`config.mk`:
```
export PLATFORM = sky130hd
export DESIGN_NAME = mod_counter
export DESIGN_NICKNAME = d
export VERILOG_FILES = /design/src/rtl/mod_counter_pkg.sv /design/src/rtl/mod_counter_prescaler.sv /design/src/rtl/mod_counter.sv
export SDC_FILE = /design/constraint.sdc
export NUM_CORES = 1
export LEC_CHECK = 0
export BUFFER_PORTS_ARGS = -buffer_cell sky130_fd_sc_hd__clkbuf_2
export CORE_UTILIZATION = 45
export DETAILED_ROUTE_END_ITERATION = 10
export GPL_TIMING_DRIVEN = 0
export PLACE_DENSITY_LB_ADDON = 0.15
export SYNTH_ARGS = -nofsm -noshare
export SYNTH_HDL_FRONTEND = slang
export SYNTH_SLANG_ARGS = --single-unit
```
`constraint.sdc`:
```
create_clock -name clk -period 2.3 [get_ports clk]
set_input_delay 0.23 -clock clk [delete_from_list [all_inputs] [get_ports clk]]
set_output_delay 0.23 -clock clk [all_outputs]
set_load 0.01 [all_outputs]
```
`src/rtl/mod_counter_pkg.sv`:
```
// ----------------------------------------------------------------------------
// mod_counter_pkg: shared constants, direction enum and width helper.
// Revision 1.0
// ----------------------------------------------------------------------------
`default_nettype none

package mod_counter_pkg;

  localparam int unsigned MAX_WIDTH = 32;

  typedef enum logic {
    DIR_DOWN = 1'b0,
    DIR_UP   = 1'b1
  } dir_e;

  // Bits needed to hold the values 0..n-1, never less than one.
  function automatic int unsigned width_for(input longint unsigned n);
    return (n <= 64'd2) ? 1 : $clog2(n);
  endfunction

endpackage

`default_nettype wire

```
`src/rtl/mod_counter_prescaler.sv`:
```
// ----------------------------------------------------------------------------
// mod_counter_prescaler: enable-gated phase counter for mod_counter.
// Revision 1.0
// ----------------------------------------------------------------------------
`default_nettype none

module mod_counter_prescaler
  import mod_counter_pkg::*;
#(
  parameter int unsigned PRESCALE = 4
) (
  input  logic clk,
  input  logic reset,
  input  logic en,
  input  logic restart,
  output logic tick
);

  localparam int unsigned     PW   = width_for(longint'(PRESCALE));
  localparam logic [PW-1:0]   LAST = PW'(PRESCALE - 1);

  logic [PW-1:0] phase;

  // tick marks the last phase regardless of en so the parent can use it
  // both to gate stepping (with en) and to qualify terminal (without en).
  assign tick = (phase == LAST);

  always_ff @(posedge clk or posedge reset) begin
    if (reset) begin
      phase <= '0;
    end else if (restart) begin
      phase <= '0;
    end else if (en) begin
      phase <= tick ? '0 : phase + PW'(1);
    end
  end

endmodule

`default_nettype wire

```
`src/rtl/mod_counter.sv`:
```
// ----------------------------------------------------------------------------
// mod_counter: parametrised modulo up/down counter; optional prescaler under MOD_COUNTER_PRESCALE_EN.
// Revision 1.0
// ----------------------------------------------------------------------------
`default_nettype none

module mod_counter
  import mod_counter_pkg::*;
#(
  parameter int unsigned     WIDTH       = 8,
  parameter longint unsigned MODULUS     = 64'd1 << WIDTH,
  parameter longint unsigned RESET_VALUE = 0
`ifdef MOD_COUNTER_PRESCALE_EN
  ,
  parameter int unsigned     PRESCALE    = 4
`endif
) (
  input  logic             clk,
  input  logic             reset,
  input  logic             en,
  input  logic             up,
  input  logic             clear,
  input  logic             load,
  input  logic [WIDTH-1:0] load_value,
  output logic [WIDTH-1:0] count,
  output logic             wrap,
  output logic             terminal
);

  localparam logic [WIDTH:0]   MOD_EXT = (WIDTH+1)'(MODULUS);
  localparam logic [WIDTH:0]   MAX_EXT = MOD_EXT - (WIDTH+1)'(1);
  localparam logic [WIDTH-1:0] MAX_VAL = MAX_EXT[WIDTH-1:0];
  localparam logic [WIDTH-1:0] RST_VAL = WIDTH'(RESET_VALUE);

  dir_e             dir;
  logic [WIDTH:0]   count_ext;
  logic [WIDTH:0]   load_ext;
  logic [WIDTH:0]   inc_ext;
  logic [WIDTH:0]   dec_ext;
  logic             wrap_up;
  logic             wrap_dn;
  logic             pre_last;
  logic             step;
  logic [WIDTH-1:0] next_count;
  logic             next_wrap;

  assign dir       = dir_e'(up);
  assign count_ext = {1'b0, count};
  assign load_ext  = {1'b0, load_value};
  assign inc_ext   = count_ext + (WIDTH+1)'(1);
  assign dec_ext   = count_ext - (WIDTH+1)'(1);

  // The extra bit lets MODULUS=2**WIDTH be compared directly and turns a
  // decrement from zero into a visible borrow.
  assign wrap_up = (inc_ext == MOD_EXT);
  assign wrap_dn = dec_ext[WIDTH];

`ifdef MOD_COUNTER_PRESCALE_EN
  logic tick;

  mod_counter_prescaler #(
    .PRESCALE (PRESCALE)
  ) u_prescaler (
    .clk     (clk),
    .reset   (reset),
    .en      (en),
    .restart (clear | load),
    .tick    (tick)
  );

  assign pre_last = tick;
`else
  assign pre_last = 1'b1;
`endif

  assign step     = en & pre_last;
  assign terminal = pre_last & ((dir == DIR_UP) ? wrap_up : wrap_dn);

  always_comb begin
    next_count = count;
    next_wrap  = 1'b0;
    if (clear) begin
      next_count = '0;
    end else if (load) begin
      next_count = (load_ext >= MOD_EXT) ? MAX_VAL : load_value;
    end else if (step) begin
      if (dir == DIR_UP) begin
        next_count = wrap_up ? '0 : inc_ext[WIDTH-1:0];
        next_wrap  = wrap_up;
      end else begin
        next_count = wrap_dn ? MAX_VAL : dec_ext[WIDTH-1:0];
        next_wrap  = wrap_dn;
      end
    end
  end

  always_ff @(posedge clk or posedge reset) begin
    if (reset) begin
      count <= RST_VAL;
      wrap  <= 1'b0;
    end else begin
      count <= next_count;
      wrap  <= next_wrap;
    end
  end

endmodule

`default_nettype wire

```
After elaboration in Yosys (flattened, before gate mapping)
Index checks and enable logic that the tools add are counted.
{"block": "totals", "inputBits": 14, "out_inout_bits": 10, "elab_cells": 18, "register_bits": 9}
{"block": "classes", "eq_ne": 1, "muxes": 11, "n_addsub": 2, "magnitude_cmp": 1, "reduce_logical": 1}
{"cell": "8-bit 2-to-1 mux", "n": 7}
{"cell": "8-bit by 1-bit adder with 9-bit output (second input constant)", "n": 1}
{"cell": "9-bit == test (second input constant)", "n": 1}
{"cell": "8-bit by 9-bit >= comparator with 1-bit output (second input constant)", "n": 1}
{"cell": "8-bit by 1-bit subtractor with 9-bit output (second input constant)", "n": 1}
{"cell": "1-bit 2-to-1 mux", "n": 4}
{"cell": "3-bit nonzero test", "n": 1}

Depth between registers and ports, before layout
Gate-level depths: netlist (run 1).
{"block": "depth", "depth_word": 7, "mapped_depth": 6}

Worst setup path after synthesis (run 1)
No wires, ideal clock.
{"block": "synth_path", "kind": "register to output", "start": "reg count[0]", "end": "out terminal", "path_stages_with_launch": 6, "setup_slack_ns": 0.392, "arrival_time_ns": 1.678, "n_path_buf": 0, "cell_sequence": "dfrtp_1 > inv_1 > ha_1 > or3b_2 > nor4_1 > a41o_1"}
{"block": "synth_between", "elab_chain_len": 3}
{"item": "start: declaration", "line": "mod_counter.sv:25", "text": "output logic [WIDTH-1:0] count,"}
{"item": "start signal: assignment", "line": "mod_counter.sv:102", "text": "count <= next_count;"}
{"item": "8-bit by 1-bit adder with 9-bit output", "line": "mod_counter.sv:50", "text": "assign inc_ext = count_ext + (WIDTH+1)'(1);"}
{"item": "9-bit == test", "line": "mod_counter.sv:55", "text": "assign wrap_up = (inc_ext == MOD_EXT);"}
{"item": "1-bit 2-to-1 mux (*)", "line": "mod_counter.sv:77", "text": "assign terminal = pre_last & ((dir == DIR_UP) ? wrap_up : wrap_dn);"}
{"item": "end: declaration", "line": "mod_counter.sv:27", "text": "output logic terminal"}
Mark *: on every way between the ends. The rest lies on a longest branch, timed or not.

Worst setup path after layout (run 1)
Ends and elaborated chain as after synthesis.

==> results.md, run 1 <==
Worst setup path:
- The worst register-to-register path has a depth of 6.
- The critical path capture point type is an output port.
- The buffer and inverter count on the worst path is 2.
- Traced cell by cell, the critical path runs through inv_1 > ha_2 > or3b_4 > nor4_4 > a41o_1 > clkbuf_2.
- The delay of the slowest critical-path stage is 440 ps.
- The startpoint identified for the worst register-to-register timing path is count[0]$_DFFE_PP0P_.
- The cell family contributing the most delay on the critical path is simple AND/OR/NAND/NOR gates.
- The register-to-register path setup slack is 250 ps.
- The critical path launch point type is a register.
- The slowest cell on the critical path is sky130_fd_sc_hd__dfrtp_2.
- The worst register-to-register path ends at count[3]$_DFFE_PP0P_.
- Of all nets on the critical path, the largest fanout is 5.
- Data on the critical path is required at its endpoint by 2070 ps.
- The category of the most critical setup path is reg -> out.
- For the worst setup path, the data arrival time is 1910 ps.

CTS:
- The cell chosen for the clock root is sky130_fd_sc_hd__clkbuf_4.
- The number of H-tree levels is 1.
- No sink is reached through more buffers than the 2 on the longest clock path.
- The tree built by TritonCTS fans out to 9 sinks.
- TritonCTS built the clock tree.
- The register clock-pin slew on the reported worst setup and hold paths is 60 ps.
- The clock latency at the later pin of the worst-skew pair is 260 ps.
- The number of buffers inserted during clock tree synthesis is 3.

STA:
- Derived from the worst setup path, the maximum achievable clock frequency is 467 MHz.
- The final-report max-slew violation count came to 0.
- Headroom to the max-slew limit came out at 65.1%.
- Setup violations remaining at the end of the flow were counted as 0.
- The hold violation total from the final report is 0.
- At the pin with the least slew margin, the transition time is 524 ps.
- Setup repair after global routing left no endpoint under its margin.
- After routing, the total negative slack on setup checks comes to 0 ps.
- The clock skew after layout is 2.75 ps.
- The time the final worst path needs with I/O delays and setup is 2140 ps.
- The post-route clock period utilization is 93.2%.

Placement:
- The estimated wirelength of the detail-placed design is 1430 µm.
- The final weighted congestion in routability-driven placement is 0.929.
- The number of placed instances, taps included, is 131.
- During placement, the flow inserted port buffers numbering 21.

Floorplan:
- The initial cell density of the core is 49.5%.
- During I/O placement, the number of pins put on the boundary was 24.
- The floorplan step set the die height to 43.4 µm.
- The placeable core region is 0.00156 mm².
- The die covers 0.00189 mm².
- The number of rows created at floorplan is 14.
- The x dimension of the die is 43.4 µm.

Logic synthesis:
- Each instance of the synthesized netlist takes up on average 8.21 µm².
- In the synthesized netlist the async set-or-reset flop fraction comes to 100%.
- The number of synthesized register bits is 9.
- In the synthesized netlist, the number of instances is 94.
- The count of flip-flops with a built-in enable after synthesis is 0.
- The number of warnings reported in the yosys synthesis log is 0.
- The number of different library cells in the post-synthesis netlist is 37.
- Summing every instance area after synthesis gives 772 µm².
- The top flip-flop cell by instance count after synthesis is sky130_fd_sc_hd__dfrtp_1.
- Counting every net in the synthesized netlist gives 111.
- The portion of the post-synthesis area used by sequential elements is 29.2%.

Global route:
- Global routing consumed, over all layers together, 24.9% of the routing resources.
- The number of antenna violations at the first check in global routing is 0.
- The pin count of the biggest net entering global routing is 11.
- The overflow left after global routing is 0.
- The number of global-route vias before repair was 753.
- The first global-routing pass estimated 3500 µm of wire.

Routing:
- The routed design has 2100 µm of wire.
- For this run, design rule violations remaining after detail routing come to 4.
- The number of vias per cell is 6.03.
- The number of vias after detailed routing is 838.
- The remaining number of nets flagged by the antenna check after routing is 0.
- The count of routing violations after the opening detailed-route iteration is 34.
- The routed wire length per instance is 15.1 µm.
- The number of iterations in the first detailed-routing pass is 7.

Cells and area:
- The final layout contains 141 nets.
- After filler insertion, the fill cell instance count of the layout stands at 138.
- The non-filler instance count after layout is 139.
- Relative to the synthesized area, the layout overhead comes to 27.2%.
- The ratio of cells with drive above 1 in the final layout is 33.3%.
- The number of antenna repair diodes is 0.

Pwr:
- The worst voltage drop across the vdd grid is 0.316 mV.
- The power per cell area is 481 mW/mm².
- The sum of internal, switching and leakage power is 0.473 mW.
- The analysis attributes to cell leakage a power of 0.454 nW.

Min path:
- The startpoint of the worst hold path is load_value[0].
- The worst hold path endpoint is count[0]$_DFFE_PP0P_.
- The number of cells on the worst hold path is 3.
- The type of the most critical hold path is in -> reg.

Run:
- The count of max-cap constraint violations is 0.

Outcome:
- The final reports fail on design-rule violations.
- The flow ran to the end, but the final reports show violations.
-- worst min-delay path, stage by stage --
cell and delay (ps):
sky130_fd_sc_hd__clkbuf_2 80, sky130_fd_sc_hd__nand2_1 50, sky130_fd_sc_hd__a21oi_1 60
-- layout make-up --
type                    instances  area (µm²)  area share, %
clock buffers                   4        26.3           2.68
flip-flops and latches          9         228           23.2
plain buffers                   6        32.5           3.31
inverters                       8        30.0           3.06
multi-input cells              70         500           51.0
well taps                      16        20.0           2.04
repair buffers                 26         145           14.8
-- power breakdown --
| part | internal (mW) | total [mW] | switching, mW | leakage (nW) |
|---|---|---|---|---|
| Combinational | 0.0717 | 0.160 | 0.0888 | 0.324 |
| Clock | 0.0671 | 0.127 | 0.0594 | 0.0150 |
| Sequential | 0.170 | 0.186 | 0.0163 | 0.115 |
| Total | 0.308 | 0.473 | 0.164 | 0.454 |
-- kinds of logic (layout without fill, tap and decap cells) --
kind of cell             Yosys count  after routing  synth area share (%)
buffers and inverters             15             44                  8.59
AO/OA/AOI/OAI                     31             31                  29.5
adder cells (fa/ha/maj)            3              3                  4.86
flip-flops                         9              9                  29.2
XOR/XNOR                           3              3                  3.40
AND/OR/NAND/NOR                   33             33                  24.5
-- state kept, by name, summed over array words and instances, names as in the netlist --
| signal | count |
|---|---|
| count | 8 |
| wrap | 1 |
-- placed cells by master (no fill, tap or decap), types with 2 or more instances in the layout --
| cell | n |
|---|---|
| sky130_fd_sc_hd__a211oi_1 | 3 |
| sky130_fd_sc_hd__nand2b_1 | 3 |
| sky130_fd_sc_hd__inv_1 | 8 |
| sky130_fd_sc_hd__dfrtp_2 | 2 |
| sky130_fd_sc_hd__or4b_1 | 2 |
| sky130_fd_sc_hd__nand3_1 | 2 |
| sky130_fd_sc_hd__nor3_1 | 4 |
| sky130_fd_sc_hd__clkbuf_1 | 3 |
| sky130_fd_sc_hd__o21ai_0 | 3 |
| sky130_fd_sc_hd__clkbuf_2 | 21 |
| sky130_fd_sc_hd__nor2_1 | 6 |
| sky130_fd_sc_hd__a21oi_1 | 9 |
| sky130_fd_sc_hd__clkbuf_4 | 3 |
| sky130_fd_sc_hd__nand2_1 | 7 |
| sky130_fd_sc_hd__o31ai_1 | 2 |
| sky130_fd_sc_hd__xnor2_1 | 2 |
| sky130_fd_sc_hd__and4_2 | 2 |
| sky130_fd_sc_hd__a31oi_1 | 3 |
| sky130_fd_sc_hd__buf_2 | 2 |
| sky130_fd_sc_hd__nand4_1 | 2 |
| sky130_fd_sc_hd__buf_4 | 4 |
| sky130_fd_sc_hd__ha_1 | 2 |
| sky130_fd_sc_hd__dfrtp_1 | 7 |
-- stage by stage --
stage               util [%]  setup slack, ps  cell area (µm²)  hold slack (ps)
floorplan                  -              392              772             57.9
global placement        57.5              159              897              205
detailed placement      57.5              173              897              205
CTS                     61.0             18.2              951              183
global route            63.0             62.1              982              204
finish                  63.0              157              982              189
-- cell usage after synthesis (2+ instances only) --
cell,count,area [µm²]
sky130_fd_sc_hd__a211oi_1,3,22.5
sky130_fd_sc_hd__a21oi_1,9,45.0
sky130_fd_sc_hd__a31oi_1,3,18.8
sky130_fd_sc_hd__and4_2,2,20.0
sky130_fd_sc_hd__buf_2,2,10.0
sky130_fd_sc_hd__clkbuf_1,3,11.3
sky130_fd_sc_hd__dfrtp_1,9,225
sky130_fd_sc_hd__ha_1,3,37.5
sky130_fd_sc_hd__inv_1,8,30.0
sky130_fd_sc_hd__nand2_1,7,26.3
sky130_fd_sc_hd__nand2b_1,3,18.8
sky130_fd_sc_hd__nand3_1,2,10.0
sky130_fd_sc_hd__nand4_1,2,12.5
sky130_fd_sc_hd__nor2_1,6,22.5
sky130_fd_sc_hd__nor3_1,4,20.0
sky130_fd_sc_hd__nor4_1,2,12.5
sky130_fd_sc_hd__o21ai_0,3,15.0
sky130_fd_sc_hd__o31ai_1,2,15.0
sky130_fd_sc_hd__or4b_1,2,20.0
sky130_fd_sc_hd__xnor2_1,2,17.5
-- routing by layer --
| layer | part of all wire [%] | vias up | global-route usage, % |
|---|---|---|---|
| li1 | - | 409 | - |
| met2 | 48 | 35 | 39.4 |
| met5 | 0 | - | 0 |
| met3 | 6.3 | 4 | 6.67 |
| met4 | 1.4 | 0 | 8.75 |
| met1 | 45 | 390 | 32.7 |
-- how the worst max path moves through the flow --
stage,from,endpoint,cells after the start
after floorplan,count[0]$_DFFE_PP0P_,terminal,5
after global placement,count[0]$_DFFE_PP0P_,count[3]$_DFFE_PP0P_,6
after detailed placement,count[0]$_DFFE_PP0P_,count[3]$_DFFE_PP0P_,6
after CTS,count[0]$_DFFE_PP0P_,terminal,6
after global routing,count[0]$_DFFE_PP0P_,terminal,6
final,count[0]$_DFFE_PP0P_,terminal,6
-- timing repair --
| item | in CTS | in global routing |
|---|---|---|
| setup buffers | 0 | 4 |
| setup endpoints to repair | 1 | 2 |
| gates resized for setup | 4 | 2 |
| hold buffers | 1 | 0 |
| hold endpoints to repair | 9 | 0 |
Note: power is estimated with default switching activity, not from simulation.
==> run 2, diff against run 1 <==
--- a/config.mk
+++ b/config.mk
@@ -10,6 +10,7 @@
 export DETAILED_ROUTE_END_ITERATION = 10
 export GPL_TIMING_DRIVEN = 0
 export PLACE_DENSITY_LB_ADDON = 0.15
+export SETUP_SLACK_MARGIN = 0.2
 export SYNTH_ARGS = -nofsm -noshare
 export SYNTH_HDL_FRONTEND = slang
 export SYNTH_SLANG_ARGS = --single-unit
==> run 2 against run 1 <==
- total power increased by 1.4%
- cell count decreased by 0.72%
- register-to-register slack improved by 160 ps
- sequential share of layout area decreased by 0.12 points
- core utilization increased by 0.32 points
- critical path depth unchanged
- largest cell class unchanged
- sequential power decreased by 3%
- the run still ends with design-rule violations left
- maximum frequency increased by 4.7%
- first-iteration DRC count decreased by 2.9%
==> results.md, run 2 (synthesized netlist as in run 1, its figures left out) <==
Run:
- Across the run, the number of max-cap violations was 0.

Routing:
- The number of remaining DRC errors is 4.
- The number of vias after detailed routing is 848.
- The first TritonRoute pass finished after 7 iterations.
- The number of vias per cell is 6.14.
- The count of routing violations after the opening detailed-route iteration is 33.
- Dividing the detail-routed wire length by the instance count gives 15.1 µm.
- The total routed wirelength is 2090 µm.
- The count of nets left with antenna violations once routing finished came out at 0.

Cells and area:
- The register ranked first by flip-flop count is count.
- The ratio of cells with drive above 1 in the final layout is 35.2%.
- The leading cell type in the layout, fill and taps excluded is sky130_fd_sc_hd__clkbuf_2.
- At the end of the flow, the number of nets in the layout was 140.
- From synthesis to final layout, the design area changed by 27.9%.
- The library cells used most frequently in the layout, excluding fill and tap cells, are 22 x sky130_fd_sc_hd__clkbuf_2, 9 x sky130_fd_sc_hd__a21oi_1, 7 x sky130_fd_sc_hd__nand2_1, 7 x sky130_fd_sc_hd__dfrtp_1.
- In the final layout, the registers with the most flip-flops are count (8), wrap (1).
- The register with the most flip-flops in the layout has 8 of them.
- The number of antenna repair diodes is 0.

STA:
- On the final layout, the worst hold slack is 178 ps.
- After layout, the minimum clock period comes to 2050 ps.
- The clock skew after layout is 2.70 ps.
- Setup repair after global routing left no endpoint under its margin.
- The post-route clock period utilization is 89.0%.
- The final worst setup slack is 253 ps.
- The hold violation total from the final report is 0.
- The upper clock frequency limit is 488 MHz.
- The accumulated negative setup slack is 0 ps.
- The worst-margin pin slew is 504 ps.
- Setup violations remaining at the end of the flow were counted as 0.
- The final-report max-slew violation count came to 0.
- The headroom to the max-slew limit is 66.4%.

Floorplan:
- The initialized floorplan defines 14 standard-cell rows.
- The initial cell density of the core is 49.5%.
- After floorplanning, the core was sized to cover 0.00156 mm².
- During I/O placement, the number of pins put on the boundary was 24.
- The die covers 0.00189 mm².
- In this run the vertical extent of the chip is 43.4 µm.
- The x dimension of the die is 43.4 µm.

Pwr:
- The leakage dissipation is 0.449 nW.
- The combinational group share of total power is 34.7%.
- Internal power comes to 0.309 mW.
- The net switching power of the design is 0.170 mW.
- The clock network accounts for 27.6% of the total power.
- IR analysis of the VDD net gives a maximum drop of 0.332 mV.
- The share of total power in sequential cells is 37.6%.
- The power per cell area is 486 mW/mm².
- The switching part of the total power is 35.5%.

CTS:
- The cell chosen for the clock root is sky130_fd_sc_hd__clkbuf_4.
- The register clock-pin slew on the reported worst setup and hold paths is 70 ps.
- The number of buffers inserted during clock tree synthesis is 3.
- The clock sink total is 9.
- The TritonCTS clock tree is yes.
- The number of H-tree levels is 1.
- Counting along the longest clock path gives a buffer depth of 2.
- The clock latency at the later pin of the worst-skew pair is 280 ps.

Placement:
- During placement, the flow inserted port buffers numbering 21.
- The estimated wirelength of the detail-placed design is 1430 µm.
- Before CTS, the worst setup slack after placement is 173 ps.
- The final weighted congestion in routability-driven placement is 0.929.

Global route:
- The first global-routing pass estimated 3480 µm of wire.
- Entering global routing, the biggest net connects 11 pins.
- Global routing used 24.7% of the available tracks across all layers.
- The overflow left after global routing is 0.
- The number of antenna violations at the first check in global routing came to 0.
- The number of global-route vias before repair is 763.

Worst setup path:
- The critical path launch point type is a register.
- The peak fanout along the critical path is 4.
- The worst endpoint data arrival time is 1820 ps.
- At the worst endpoint, the required time is 2070 ps.
- The category of the most critical setup path is reg -> out.
- The critical path capture point type is an output port.

Outcome:
- The final reports fail on design-rule violations.
- The run finished, with violations left.

Min path:
- The type of the most critical hold path is in -> reg.
run 2: cell types whose count changed in the layout (fill, tap and decap cells not counted), sizes merged:
cell / before / now
clkbuf: 27 / 28
buf: 8 / 6
run 2: critical path, cell delays in order (launching register included):
cell	delay (ps)
sky130_fd_sc_hd__dfrtp_2	410
sky130_fd_sc_hd__inv_2	90
sky130_fd_sc_hd__ha_4	150
sky130_fd_sc_hd__or3b_4	410
sky130_fd_sc_hd__nor4_4	180
sky130_fd_sc_hd__a41o_1	170
sky130_fd_sc_hd__clkbuf_2	140
run 2: area by class of cell:
cell class | count | area (µm²)
Buffer | 7 | 37.5
Clock buffer | 4 | 26.3
Fill cell | 141 | 572
Inverter | 8 | 30.0
Multi-Input combinational cell | 70 | 515
Sequential cell | 9 | 228
Tap cell | 16 | 20.0
Timing Repair Buffer | 24 | 130
run 2: worst paths after layout:
check | start | to | slack (ps) | cells past startpoint
min reg2reg | count[7]$_DFFE_PP0P_ | count[7]$_DFFE_PP0P_ | 680 | 3
min in group asynchronous | reset | count[2]$_DFFE_PP0P_ | 450 | 3
max reg2reg | count[0]$_DFFE_PP0P_ | count[3]$_DFFE_PP0P_ | 410 | 6
min | load_value[6] | count[6]$_DFFE_PP0P_ | 180 | 3
max in group asynchronous | reset | count[0]$_DFFE_PP0P_ | 1550 | 3
max | count[0]$_DFFE_PP0P_ | terminal | 250 | 6
run 2: repair_timing:
action                                  4_1_cts  5_1_grt
endpoints found under the setup margin        2        2
buffers inserted                              2        0
resized for setup                             6        5
hold buffers                                  1        0
hold endpoints to repair                      9        0
pin swaps                                     0        1
run 2: power groups by stage:
| stage | registers, mW | logic [mW] | clock network [mW] |
|---|---|---|---|
| 2_1_floorplan | 0.190 | 0.0944 | 0 |
| 3_3_place_gp | 0.187 | 0.138 | 0 |
| 3_5_place_dp | 0.187 | 0.141 | 0 |
| 4_1_cts | 0.180 | 0.159 | 0.133 |
| 5_1_grt | 0.182 | 0.185 | 0.137 |
| 6_report | 0.180 | 0.167 | 0.133 |
run 2: layer usage:
layer	GRT usage (%)	routed length (µm)	vias to the layer above	share of wire, %
met5	0	0	-	0
li1	-	-	411	-
met4	8.13	35	0	1.7
met1	32.2	890	393	43
met3	6.67	149	4	7.1
met2	39.7	1010	40	48
run 2: through the flow:
step | power [mW] | std cells | cell area [µm²] | utilization, %
floorplan | 0.284 | 94 | 772 | -
global placement | 0.325 | 131 | 897 | 57.5
detailed placement | 0.329 | 131 | 897 | 57.5
CTS | 0.472 | 138 | 970 | 62.2
global route | 0.504 | 138 | 987 | 63.3
finish | 0.480 | 138 | 987 | 63.3
